==> src/rtl/alu_result_buffer.sv <==
// Registered result FIFO behind the 8-bit function units: stores result, opcode tag
// and status flags computed at write time, and presents the head through valid/ready.

module alu_rb_slot #(
  parameter int W = 14
) (
  input  logic         clk,
  input  logic         we,
  input  logic [W-1:0] d,
  output logic [W-1:0] q
);
  logic [W-1:0] q_q;

  // Storage is intentionally not reset; occupancy is tracked by the pointers/count.
  always_ff @(posedge clk) begin
    if (we) q_q <= d;
  end

  assign q = q_q;
endmodule

module alu_result_buffer #(
  parameter int DEPTH = 4
) (
  input  logic                       clk,
  input  logic                       rst_n,
  input  logic                       flush,
  input  logic                       in_valid,
  output logic                       in_ready,
  input  logic [7:0]                 in_result,
  input  logic [2:0]                 in_op,
  output logic                       out_valid,
  input  logic                       out_ready,
  output logic [7:0]                 out_result,
  output logic [2:0]                 out_op,
  output logic                       out_zero,
  output logic                       out_neg,
  output logic                       out_parity,
  output logic [$clog2(DEPTH):0]     count
);
  localparam int PW = $clog2(DEPTH);
  localparam int CW = PW + 1;

  typedef struct packed {
    logic [7:0] result;
    logic [2:0] op;
    logic       zero;
    logic       neg;
    logic       parity;
  } entry_t;

  localparam int EW = $bits(entry_t);

  logic [PW-1:0]            wr_ptr_q, wr_ptr_d;
  logic [PW-1:0]            rd_ptr_q, rd_ptr_d;
  logic [CW-1:0]            count_q, count_d;
  logic [DEPTH-1:0][EW-1:0] slot_q;
  entry_t                   wr_entry;
  entry_t                   head;
  logic                     push, pop;

  assign in_ready  = (count_q != CW'(DEPTH));
  assign out_valid = (count_q != '0);

  // Flush wins over any handshake in the same cycle.
  assign push = in_valid && in_ready && !flush;
  assign pop  = out_valid && out_ready && !flush;

  always_comb begin
    wr_entry        = '0;
    wr_entry.result = in_result;
    wr_entry.op     = in_op;
    wr_entry.zero   = (in_result == 8'h00);
    wr_entry.neg    = in_result[7];
    wr_entry.parity = ^in_result;
  end

  for (genvar g = 0; g < DEPTH; g++) begin : g_slot
    alu_rb_slot #(.W(EW)) u_slot (
      .clk (clk),
      .we  (push && (wr_ptr_q == PW'(g))),
      .d   (wr_entry),
      .q   (slot_q[g])
    );
  end

  always_comb begin
    wr_ptr_d = wr_ptr_q;
    rd_ptr_d = rd_ptr_q;
    count_d  = count_q;
    if (flush) begin
      wr_ptr_d = '0;
      rd_ptr_d = '0;
      count_d  = '0;
    end else begin
      if (push) wr_ptr_d = wr_ptr_q + PW'(1);
      if (pop)  rd_ptr_d = rd_ptr_q + PW'(1);
      case ({push, pop})
        2'b10:   count_d = count_q + CW'(1);
        2'b01:   count_d = count_q - CW'(1);
        default: count_d = count_q;
      endcase
    end
  end

  always_ff @(posedge clk or negedge rst_n) begin
    if (!rst_n) begin
      wr_ptr_q <= '0;
      rd_ptr_q <= '0;
      count_q  <= '0;
    end else begin
      wr_ptr_q <= wr_ptr_d;
      rd_ptr_q <= rd_ptr_d;
      count_q  <= count_d;
    end
  end

  // Empty buffer presents all-zero data so stale slots never leak out.
  always_comb begin
    head = '0;
    if (out_valid) head = entry_t'(slot_q[rd_ptr_q]);
  end

  assign out_result = head.result;
  assign out_op     = head.op;
  assign out_zero   = head.zero;
  assign out_neg    = head.neg;
  assign out_parity = head.parity;
  assign count      = count_q;
endmodule

==> config.mk <==
export PLATFORM = sky130hd
export DESIGN_NAME = alu_result_buffer
export DESIGN_NICKNAME = d
export VERILOG_FILES = /design/src/rtl/alu_result_buffer.sv
export SDC_FILE = /design/constraint.sdc
export NUM_CORES = 1
export LEC_CHECK = 0
export CORE_AREA = 2 2 94 96
export DETAILED_ROUTE_END_ITERATION = 16
export DIE_AREA = 0 0 96 98
export DONT_BUFFER_PORTS = 1
export GPL_TIMING_DRIVEN = 0
export PLACE_DENSITY = 0.47
export SYNTH_ARGS = -nofsm -noshare
export SYNTH_HDL_FRONTEND = slang
export SYNTH_SLANG_ARGS = --single-unit
==> constraint.sdc <==
create_clock -name clk -period 1.9 [get_ports clk]
set_input_delay 0.38 -clock clk [delete_from_list [all_inputs] [get_ports clk]]
set_output_delay 0.38 -clock clk [all_outputs]
set_load 0.005 [all_outputs]
Word level (Yosys, flattened, before mapping)
Index checks and enable logic that the tools add are counted.
{"block": "op_classes", "add_sub_neg": 4, "n_mul": 0, "div_mod_pow": 0, "magnitude_cmp": 1, "n_eq_ne": 6, "shifts": 0, "n_mux": 9, "bitwise_logic": 0, "n_reduce_logical": 16}
{"operator": "binary-select mux 14 bit (select 2 bit)", "n": 1}
{"operator": "two-way mux 14 bit", "n": 2}
{"operator": "logical AND 1 bit", "n": 8}
{"operator": "logical NOT 8 bit", "n": 1}
{"operator": "two-way mux 2 bit", "n": 4}
{"operator": "XOR reduction 8 bit", "n": 1}
{"operator": "equality test 2 bit, second input constant", "n": 3}
{"operator": "case mux 3 bit (2 select lines)", "n": 1}
{"operator": "nonzero test 3 bit", "n": 2}
{"operator": "adder 2 x 1 -> 2 bit, second input constant", "n": 2}
{"operator": "equality test 2 x 1 -> 1 bit, second input constant", "n": 2}
{"operator": "nonzero test 2 bit", "n": 2}
{"operator": "adder 3 x 1 -> 3 bit, second input constant", "n": 1}
{"operator": "< comparator 2 x 3 -> 1 bit, second input constant", "n": 1}
{"operator": "two-way mux 3 bit", "n": 1}
{"operator": "inequality test 3 bit, second input constant", "n": 1}
{"operator": "subtractor 3 x 1 -> 3 bit, second input constant", "n": 1}
{"operator": "logical NOT 2 bit", "n": 1}
{"operator": "logical NOT 1 bit", "n": 1}
{"block": "word_totals", "ff_bits": 63, "latch_bits": 0, "mem_bits_rw": 0, "romBits": 0, "inputBits": 16, "output_inout_bits": 19, "elab_cells": 43, "mem_count": 0}

Longest topological paths before layout
Gate-level depths: netlist (run 1).
{"block": "logic_depth", "word_depth": 6, "mapped_depth": 7, "depth_no_buf": 6}

Hierarchy
Synthesis (run 1) repeated with hierarchy kept, for this count alone.
{"block": "unflattened", "hier_cells": 170, "area_unflattened_um2": 2827.7}
{"mod": "alu_rb_slot", "n_inst": 4, "cells_per_inst": 14, "area_each_um2": 420.4, "seq_area_each_um2": 420.4}
{"mod": "alu_result_buffer", "n_inst": 1, "cells_per_inst": 114, "area_each_um2": 1146.1, "seq_area_each_um2": 175.2}

Worst setup path after synthesis (run 1)
Ideal clock, no wire load.
{"block": "synth_timing", "kind": "reg-to-reg", "startpoint": "register count_q[1], in the netlist count[1]", "endpoint": "register count_q[1], in the netlist count[1]", "setup_ns": 0.122, "arrival_time_ns": 2.023, "t_required_ns": 1.778, "slack_ns": -0.245, "stages_incl_launch_ff": 8, "path_buffers": 1, "synth_period_minus_slack_ns": 2.145, "path_cell_list": "dfrtp_1 buf_2 nor3b_4 inv_2 a211oi_1 fa_1 a32o_1 a32o_1"}
{"block": "synth_between", "elab_chain_len": 6, "word_cells_on_any_way": 13, "cone_classes": "add/sub: 2; eq/ne: 3; mux: 2; reduce/logical: 6"}
{"item": "start: declaration", "line_no": "56", "source": "logic [CW-1:0] count_q, count_d;"}
{"item": "start signal: assignment", "line_no": "114", "source": "count_q <= count_d;"}
{"item": "inequality test 3 bit (*)", "line_no": "62", "source": "assign in_ready = (count_q != CW'(DEPTH));"}
{"item": "net in_ready", "line_no": "29", "source": "output logic in_ready,"}
{"item": "logical AND 1 bit (*) (2 in a row)", "line_no": "66", "source": "assign push = in_valid && in_ready && !flush;"}
{"item": "equality test 2 x 1 -> 1 bit / equality test 2 bit (equally long branches)", "line_no": "98", "source": "case ({push, pop})"}
{"item": "case mux 3 bit (2 select lines)", "line_no": "98"}
{"item": "two-way mux 3 bit", "line_no": "91", "source": "if (flush) begin"}
Mark *: on every way through the listed nets, which the timed path passes. The rest lies on a longest branch.
A chain may end at the register's enable or synchronous reset.

Final worst setup path (run 1)
Ends and elaborated chain as after synthesis.

==> results of run 1 <==
==> cells by family (layout without fill, tap and decap cells) <==
family,after synthesis,count (layout)
AND/OR/NAND/NOR,31,31
adder cells (fa/ha/maj),9,9
AO/OA/AOI/OAI,18,18
buffers and inverters,26,63
flip-flops,59,59
multiplexers,13,13
XOR/XNOR,6,6
==> synthesized netlist by cell type (2+ instances only) <==
library cell	n	area (um2)
a21oi_1	3	15.0
a32o_1	2	20.0
and2_1	5	31.3
buf_2	5	25.0
buf_6	4	45.0
dfrtp_1	7	175
edfxtp_1	52	1560
ha_1	8	100
inv_1	14	52.6
mux4_2	13	293
nand2b_1	4	25.0
nand3_1	2	10.0
nor2_1	2	7.51
nor2b_1	13	81.3
o21ai_0	2	10.0
o22ai_1	2	12.5
xnor2_1	3	26.3
xor2_1	3	26.3
==> registers in the layout, indices dropped and copies added (netlist names) <==
name,count
rd_ptr_q,2
g_slot.u_slot.q,52
wr_ptr_q,2
count,3
==> per-stage QoR <==
step / area [um2] / hold slack [ns] / power, mW
after floorplan: 2690 / 0.0844 / 1.92
after global placement: 2830 / 0.0846 / 2.02
after detailed placement: 2830 / 0.0846 / 2.03
after CTS: 3390 / 0.124 / 3.61
after global routing: 3430 / 0.114 / 3.78
final: 3430 / 0.143 / 3.61
==> power groups by stage <==
stage | registers, mW | clock network [mW] | logic (mW)
floorplan | 1.52 | 0 | 0.396
global placement | 1.53 | 0 | 0.495
detailed placement | 1.53 | 0 | 0.502
CTS | 1.50 | 1.23 | 0.876
global route | 1.51 | 1.29 | 0.980
finish | 1.50 | 1.20 | 0.912
==> worst paths after layout <==
path,cells past startpoint,start,to
worst min register to register,2,wr_ptr_q[0],wr_ptr_q[0]
min in group asynchronous,1,rst_n,count[2]
worst min-delay path,0,in_result[0],g_slot[3].u_slot.q[6]
max in group asynchronous,1,rst_n,count[0]
worst max register to register,7,count[1],count[1]
worst max-delay path,7,count[1],count[1]
==> area by class of cell <==
class / count / area (um2)
timing repair buffer: 22 / 273
fill: 773 / 5040
inverter: 15 / 56.3
multi-input combinational: 77 / 916
clock buffer: 10 / 128
buffer: 10 / 101
sequential: 59 / 1740
clock inverter: 6 / 80.1
tap: 108 / 135
==> cells in the final DEF, fill, tap and decap left out, types with 2 or more instances in the layout <==
| cell | netlist | layout |
|---|---|---|
| clkbuf_8 | 0 | 9 |
| xor2_1 | 3 | 3 |
| o22ai_1 | 2 | 2 |
| nand2b_1 | 4 | 4 |
| a32o_1 | 2 | 2 |
| clkbuf_1 | 1 | 2 |
| buf_6 | 4 | 14 |
| ha_1 | 8 | 8 |
| inv_1 | 14 | 13 |
| mux4_2 | 13 | 13 |
| clkinv_1 | 0 | 3 |
| nand3_1 | 2 | 2 |
| edfxtp_1 | 52 | 52 |
| buf_4 | 1 | 8 |
| buf_2 | 5 | 2 |
| buf_12 | 0 | 4 |
| bufinv_16 | 0 | 2 |
| dfrtp_1 | 7 | 6 |
| nor2_1 | 2 | 2 |
| xnor2_1 | 3 | 3 |
| nor2b_4 | 0 | 12 |
| a21oi_1 | 3 | 3 |
| o21ai_0 | 2 | 2 |
| and2_4 | 0 | 4 |
| inv_2 | 1 | 2 |
==> timing repair <==
item                       in CTS  in global routing
hold endpoints to repair        7                  0
setup buffers                  17                  3
setup endpoints to repair      69                 69
hold buffers                    1                  0
resized for setup              51                  2
pin swaps                       1                  1
cloned                          1                  1
==> routing by layer <==
layer / wire (um) / vias up
li1: - / 670
met1: 2250 / 754
met2: 3100 / 35
met3: 352 / 7
met4: 72 / 0
met5: 0 / -
==> summary.md, run 1 <==
| Metric | Value |
|---|---|
| Outcome | complete, but fails checks |
| Failing checks | negative setup slack |
| Die X | 96 um |
| Worst slew margin | 63.4% |
| Global Route met1 Usage | 15.6% |
| Worst-margin pin slew | 0.545 ns |
| Top delay family on crit path | compound AO/OA/AOI/OAI gates |
| Grt ovf | 0 |
| Die Y | between 90 and 100 um |
| Simple-Gate Fraction of Synth Area | under 10% |
| # diodes | 0 |
| EDFF count, synth | 52 |
| Switching share of power | 24.6% |
| Gate power share | 25.3% |
| Yosys cell types | 36 |
| First-pass GRT wire length | 9.00 mm |
| CP Launch Type | register |
| Net load switching power | 889 uW |
| Power per cell area | 1050 nW/um2 |
| Gr usage total | 13.4% |
| Slew Viols, Final | 0 |
| CTS Buf Count | 9 |
| CTS tree | yes |
| Met2 usage | ~22% |
| Post-synthesis xor/xnor area fraction | 1.97% |
| Antenna violations before repair | 0 |
| Seq/Total Area, Yosys | between 60 and 70% |
| DR vias/cell | 4.78 |
| GP Congestion | roughly 0.74 |
| Reg2Reg Setup Slack | -0.29 ns |
| Most used flip-flop cell after synthesis | edfxtp_1 |
| RSZ-0062 raised after global routing | yes |
| Routed WL | between 5 and 6 mm |
| Met3 GRT Util | between 5 and 6% |
| Largest net degree at the start of global routing | 14 |
| Port Buffers | 0 |
| Core area | 8470 um2 |
| Worst setup margin | -0.293 ns |
| Clk sinks | 59 |
| Via Count | between 1k and 1.5k |
| Final setup fails | 17 |
| Compound-Gate Fraction of Synth Area | 4.82% |
| Post-synth ARST share | 11.9% |
| Reg power frac | a little over two fifths |
| Fmax | about 0.46 GHz |
| Fin crit share | 115% |
| Row count | 34 |
| CP most frequent cell | a32o_1 |
| Root buffer cell | clkbuf_8 |
| Setup TNS | -2.04 ns |
| Yosys warnings | 0 |
| Buf/Inv on CP | 2 |
| Critical path, cell by cell | buf_6, nor3b_4, inv_2, a211oi_2, fa_1, a32o_1, a32o_1 |
| Remaining DRCs | 0 |
| Worst Path Required | roughly 2.1 ns |
| DR pass1 iterations | 4 |
| Slowest Stage Delay on Critical Path | 0.47 ns |
| Most Crowded Layer GR | met2 |
| Starting Density | 31.6% |
| Worst-path fanout max | 6 |
| Internal power | 2.72 mW |
| Clk pwr share | around a third |
| Adder-Cell Fraction of Synth Area | approximately 4.5% |
| Net Count, Synth | 187 |
| Share of post-route cells with drive strength above 1 | 39.7% |
| WL/cell | between 15 and 20 um |
| Util after Layout | 40.5% |
| Nets | 219 |
| CP Class | reg -> reg |
| Area grow syn2layout | 28.2% |
| Avg Inst Size Synth | 16.5 um2 |
| Max Root-Sink Buffers | 2 |
| Reg clk slew, reported paths | 0.07 ns |
| Number of max-cap violations | 0 |
| Vias in the first global route | 1658 |
| Leak pwr | 1.25 nW |
| Crit. End Element | register |
| Boundary Pins | 35 |
| HP Class | in -> reg |
| Mux contribution to synthesized area | between 10% and 20% |
| Detail Route Antenna Nets | 0 |
| Die ar. | 9410 um2 |
| Worst vdd ir | between 0.0004 and 0.0005 V |
| Largest family of logic cells by synthesized area | multiplexers |
| Worst Clk Skew | 0.0151 ns |
| Critical Path AT | between 2 and 2.5 ns |
| Pre-CTS WS | -0.323 ns |
| Slowest cell on the critical path | fa_1 |
| Crit path time final | 2.19 ns |
| Total placed cells including tap cells | 270 |
| Layout Cells excl Fill | 307 |
| Yosys reg bits | 59 |
| H-tree levels | 3 |
| Fin. Hold Viols | 0 |
| Syn Inst Count | 162 |
| 1st-iter DRT viols | 62 |
| DP HPWL | 3.38 mm |
| Synthesized area | 2670 um2 |
| Clock latency on the worst-skew pair | around 0.33 ns |
Note: power is estimated with default switching activity, not from simulation.
==> inputs of run 2 (changes only) <==
--- a/config.mk
+++ b/config.mk
@@ -9,8 +9,8 @@
 export DETAILED_ROUTE_END_ITERATION = 16
 export DIE_AREA = 0 0 96 98
 export DONT_BUFFER_PORTS = 1
-export GPL_TIMING_DRIVEN = 0
 export PLACE_DENSITY = 0.47
+export REMOVE_ABC_BUFFERS = 1
 export SYNTH_ARGS = -nofsm -noshare
 export SYNTH_HDL_FRONTEND = slang
 export SYNTH_SLANG_ARGS = --single-unit
==> summary.md, run 2 (same netlist as run 1, synthesis figures left out) <==
| Metric | Value |
|---|---|
| Fmax | 0.501 GHz (+9.8%) |
| WHS Endpoint | count[0] |
| Die X | 96 um (unchanged) |
| Gr usage total | 12.3% (-1.2 points) |
| R2r endpoint | count[1] |
| Failing checks | negative setup slack |
| Boundary Pins | 35 (unchanged) |
| Most common cell after layout, fill and taps aside | edfxtp_1 |
| Clock latency on the worst-skew pair | 0.32 ns (about the same) |
| Critical Path AT | 2.21 ns (-0.21 ns) |
| Share of post-route cells with drive strength above 1 | 38.0% (-1.7 points) |
| Worst setup margin | -0.0973 ns (+0.195 ns) |
| Port Buffers | 0 (unchanged) |
| Starting Density | 31.6% (unchanged) |
| # diodes | 0 (unchanged) |
| Die Y | 98 um (unchanged) |
| DP HPWL | 3.66 mm (+8.3%) |
| Largest net degree at the start of global routing | 14 (unchanged) |
| DR pass1 iterations | 4 (unchanged) |
| CTS tree | yes |
| Power per cell area | 1050 nW/um2 (-0.70%) |
| Vias in the first global route | 1531 (-7.7%) |
| Worst slew margin | 70.6% (+7.2 points) |
| Number of max-cap violations | 0 (unchanged) |
| Clk sinks | 59 (unchanged) |
| Final setup fails | 15 (-2) |
| Reg power frac | 42.9% (+1.3 points) |
| Reg2Reg Setup Slack | -0.1 ns (+0.20 ns) |
| 1st-iter DRT viols | 62 (unchanged) |
| CP Launch Type | register |
| Remaining DRCs | 0 (unchanged) |
| Gate power share | 21.3% (-4.0 points) |
| Leak pwr | 1.22 nW (-3.0%) |
| R2r startpoint | count[1] |
| Area grow syn2layout | 25.7% |
| CTS Buf Count | 9 (unchanged) |
| Root buffer cell | clkbuf_8 |
| DR vias/cell | 4.65 (-2.6%) |
| FILL cells | 770 (-0.39%) |
| HP Class | in -> reg |
| Nets | 212 (-3.2%) |
| Routed WL | 5.47 mm (-5.3%) |
| Worst-margin pin slew | 0.436 ns (-0.109 ns) |
| Most frequent cells in the layout | 52 x edfxtp_1, 13 x inv_1, 13 x mux4_2, 13 x buf_4, 12 x nor2b_4 |
| Worst Clk Skew | 0.00543 ns (-0.00965 ns) |
| Via Count | 1395 (-4.8%) |
| WL/cell | 18.2 um (-3.1%) |
| Row count | 34 (unchanged) |
| Die ar. | 9410 um2 (unchanged) |
| Crit path time final | 2.00 ns (-0.195 ns) |
| Worst Hold Launch | flush |
| FF-to-FF path depth | 6 (-1) |
| Detail Route Antenna Nets | 0 (unchanged) |
| Fin. Hold Viols | 0 (unchanged) |
| Net load switching power | 885 uW (-0.51%) |
| Reg clk slew, reported paths | 0.07 ns (about the same) |
| Worst-path fanout max | 2 (-4) |
| Switching share of power | 25.2% (+0.53 points) |
| RSZ-0062 raised after global routing | yes |
| Power, Total | 3.52 mW (-2.6%) |
| Internal power | 2.63 mW (-3.3%) |
| Slew Viols, Final | 0 (unchanged) |
| GP Congestion | 0.725 (-1.6%) |
| Grt ovf | 0 (unchanged) |
| Core area | 8470 um2 (unchanged) |
| Max reg flops | 52 (unchanged) |
| Fin crit share | 105% (-10 points) |
| Worst vdd ir | 0.000397 V (-9.0%) |
| Worst Hold Depth | 1 (+1) |
| Crit. End Element | register |
| Max Root-Sink Buffers | 2 (unchanged) |
| Clk pwr share | 35.8% (+2.7 points) |
| H-tree levels | 3 (unchanged) |
| CP Class | reg -> reg |
| First-pass GRT wire length | 8.29 mm (-8.0%) |
| Setup TNS | -0.814 ns (+1.23 ns) |
| Outcome | complete, but fails checks |
| Antenna violations before repair | 0 (unchanged) |
| Worst Path Required | 2.12 ns (about the same) |
## run 2: metal layers
metal	up-vias	routed length, um	GRT usage, %	share of wire (%)
met3	4	266	4.01	4.9
li1	655	-	-	-
met4	0	40	5.93	0.73
met5	-	0	0	0
met2	25	2850	19.6	52
met1	711	2320	14.8	42
## run 2: how the worst max path moves through the flow
| stage | start | to | slack, ns |
|---|---|---|---|
| final | count[1] | count[1] | -0.1 |
| after global routing | count[1] | count[1] | -0.15 |
| after CTS | rd_ptr_q[0] | out_result[6] | -0.13 |
| after detailed placement | count[0] | count[1] | -0.17 |
| after global placement | count[0] | count[1] | -0.05 |
| after floorplan | count[0] | count[1] | -0.23 |
## run 2: final cells by class
type,count,area (um2),area share (%)
clock buffers,9,124,3.69
clock inverters,7,100,2.98
inverters,15,58.8,1.75
multi-input cells,77,913,27.2
flip-flops and latches,59,1740,51.7
well taps,108,135,4.02
repair buffers,25,292,8.67
## run 2: stage by stage
step                      util [%]  worst slack [ns]  cells  hold WS [ns]  cell area, um2
after floorplan                  -            -0.232    151        0.0844            2590
after global placement        34.3           -0.0482    278        0.0847            2910
after detailed placement      34.3            -0.167    278        0.0847            2910
after CTS                     37.8            -0.132    298        0.0789            3200
after global routing          39.7            -0.151    300        0.0772            3360
final                         39.7           -0.0973    300         0.100            3360
## run 2: power by group through the flow
stage / Combinational, mW / Clock, mW / Sequential [mW]
global placement: 0.508 / 0 / 1.53
CTS: 0.601 / 1.30 / 1.50
detailed placement: 0.526 / 0 / 1.53
finish: 0.748 / 1.26 / 1.51
floorplan: 0.289 / 0 / 1.57
global route: 0.811 / 1.36 / 1.51
## run 2: what timing repair did
| item | 4_1_cts | 5_1_grt |
|---|---|---|
| setup endpoints to repair | 16 | 17 |
| pin swaps | 1 | 6 |
| gates cloned | 1 | 1 |
| setup buffers | 2 | 1 |
| hold buffers | 1 | 0 |
| resized for setup | 10 | 34 |
| hold endpoints to repair | 7 | 0 |
## run 2: worst max-delay path, cell delays in order (launching register included)
cell and delay (ns):
dfrtp_1 0.44, buf_6 0.15, o31ai_2 0.30, a211oi_4 0.08, fa_1 0.49, a32o_1 0.22
a32o_1 0.20
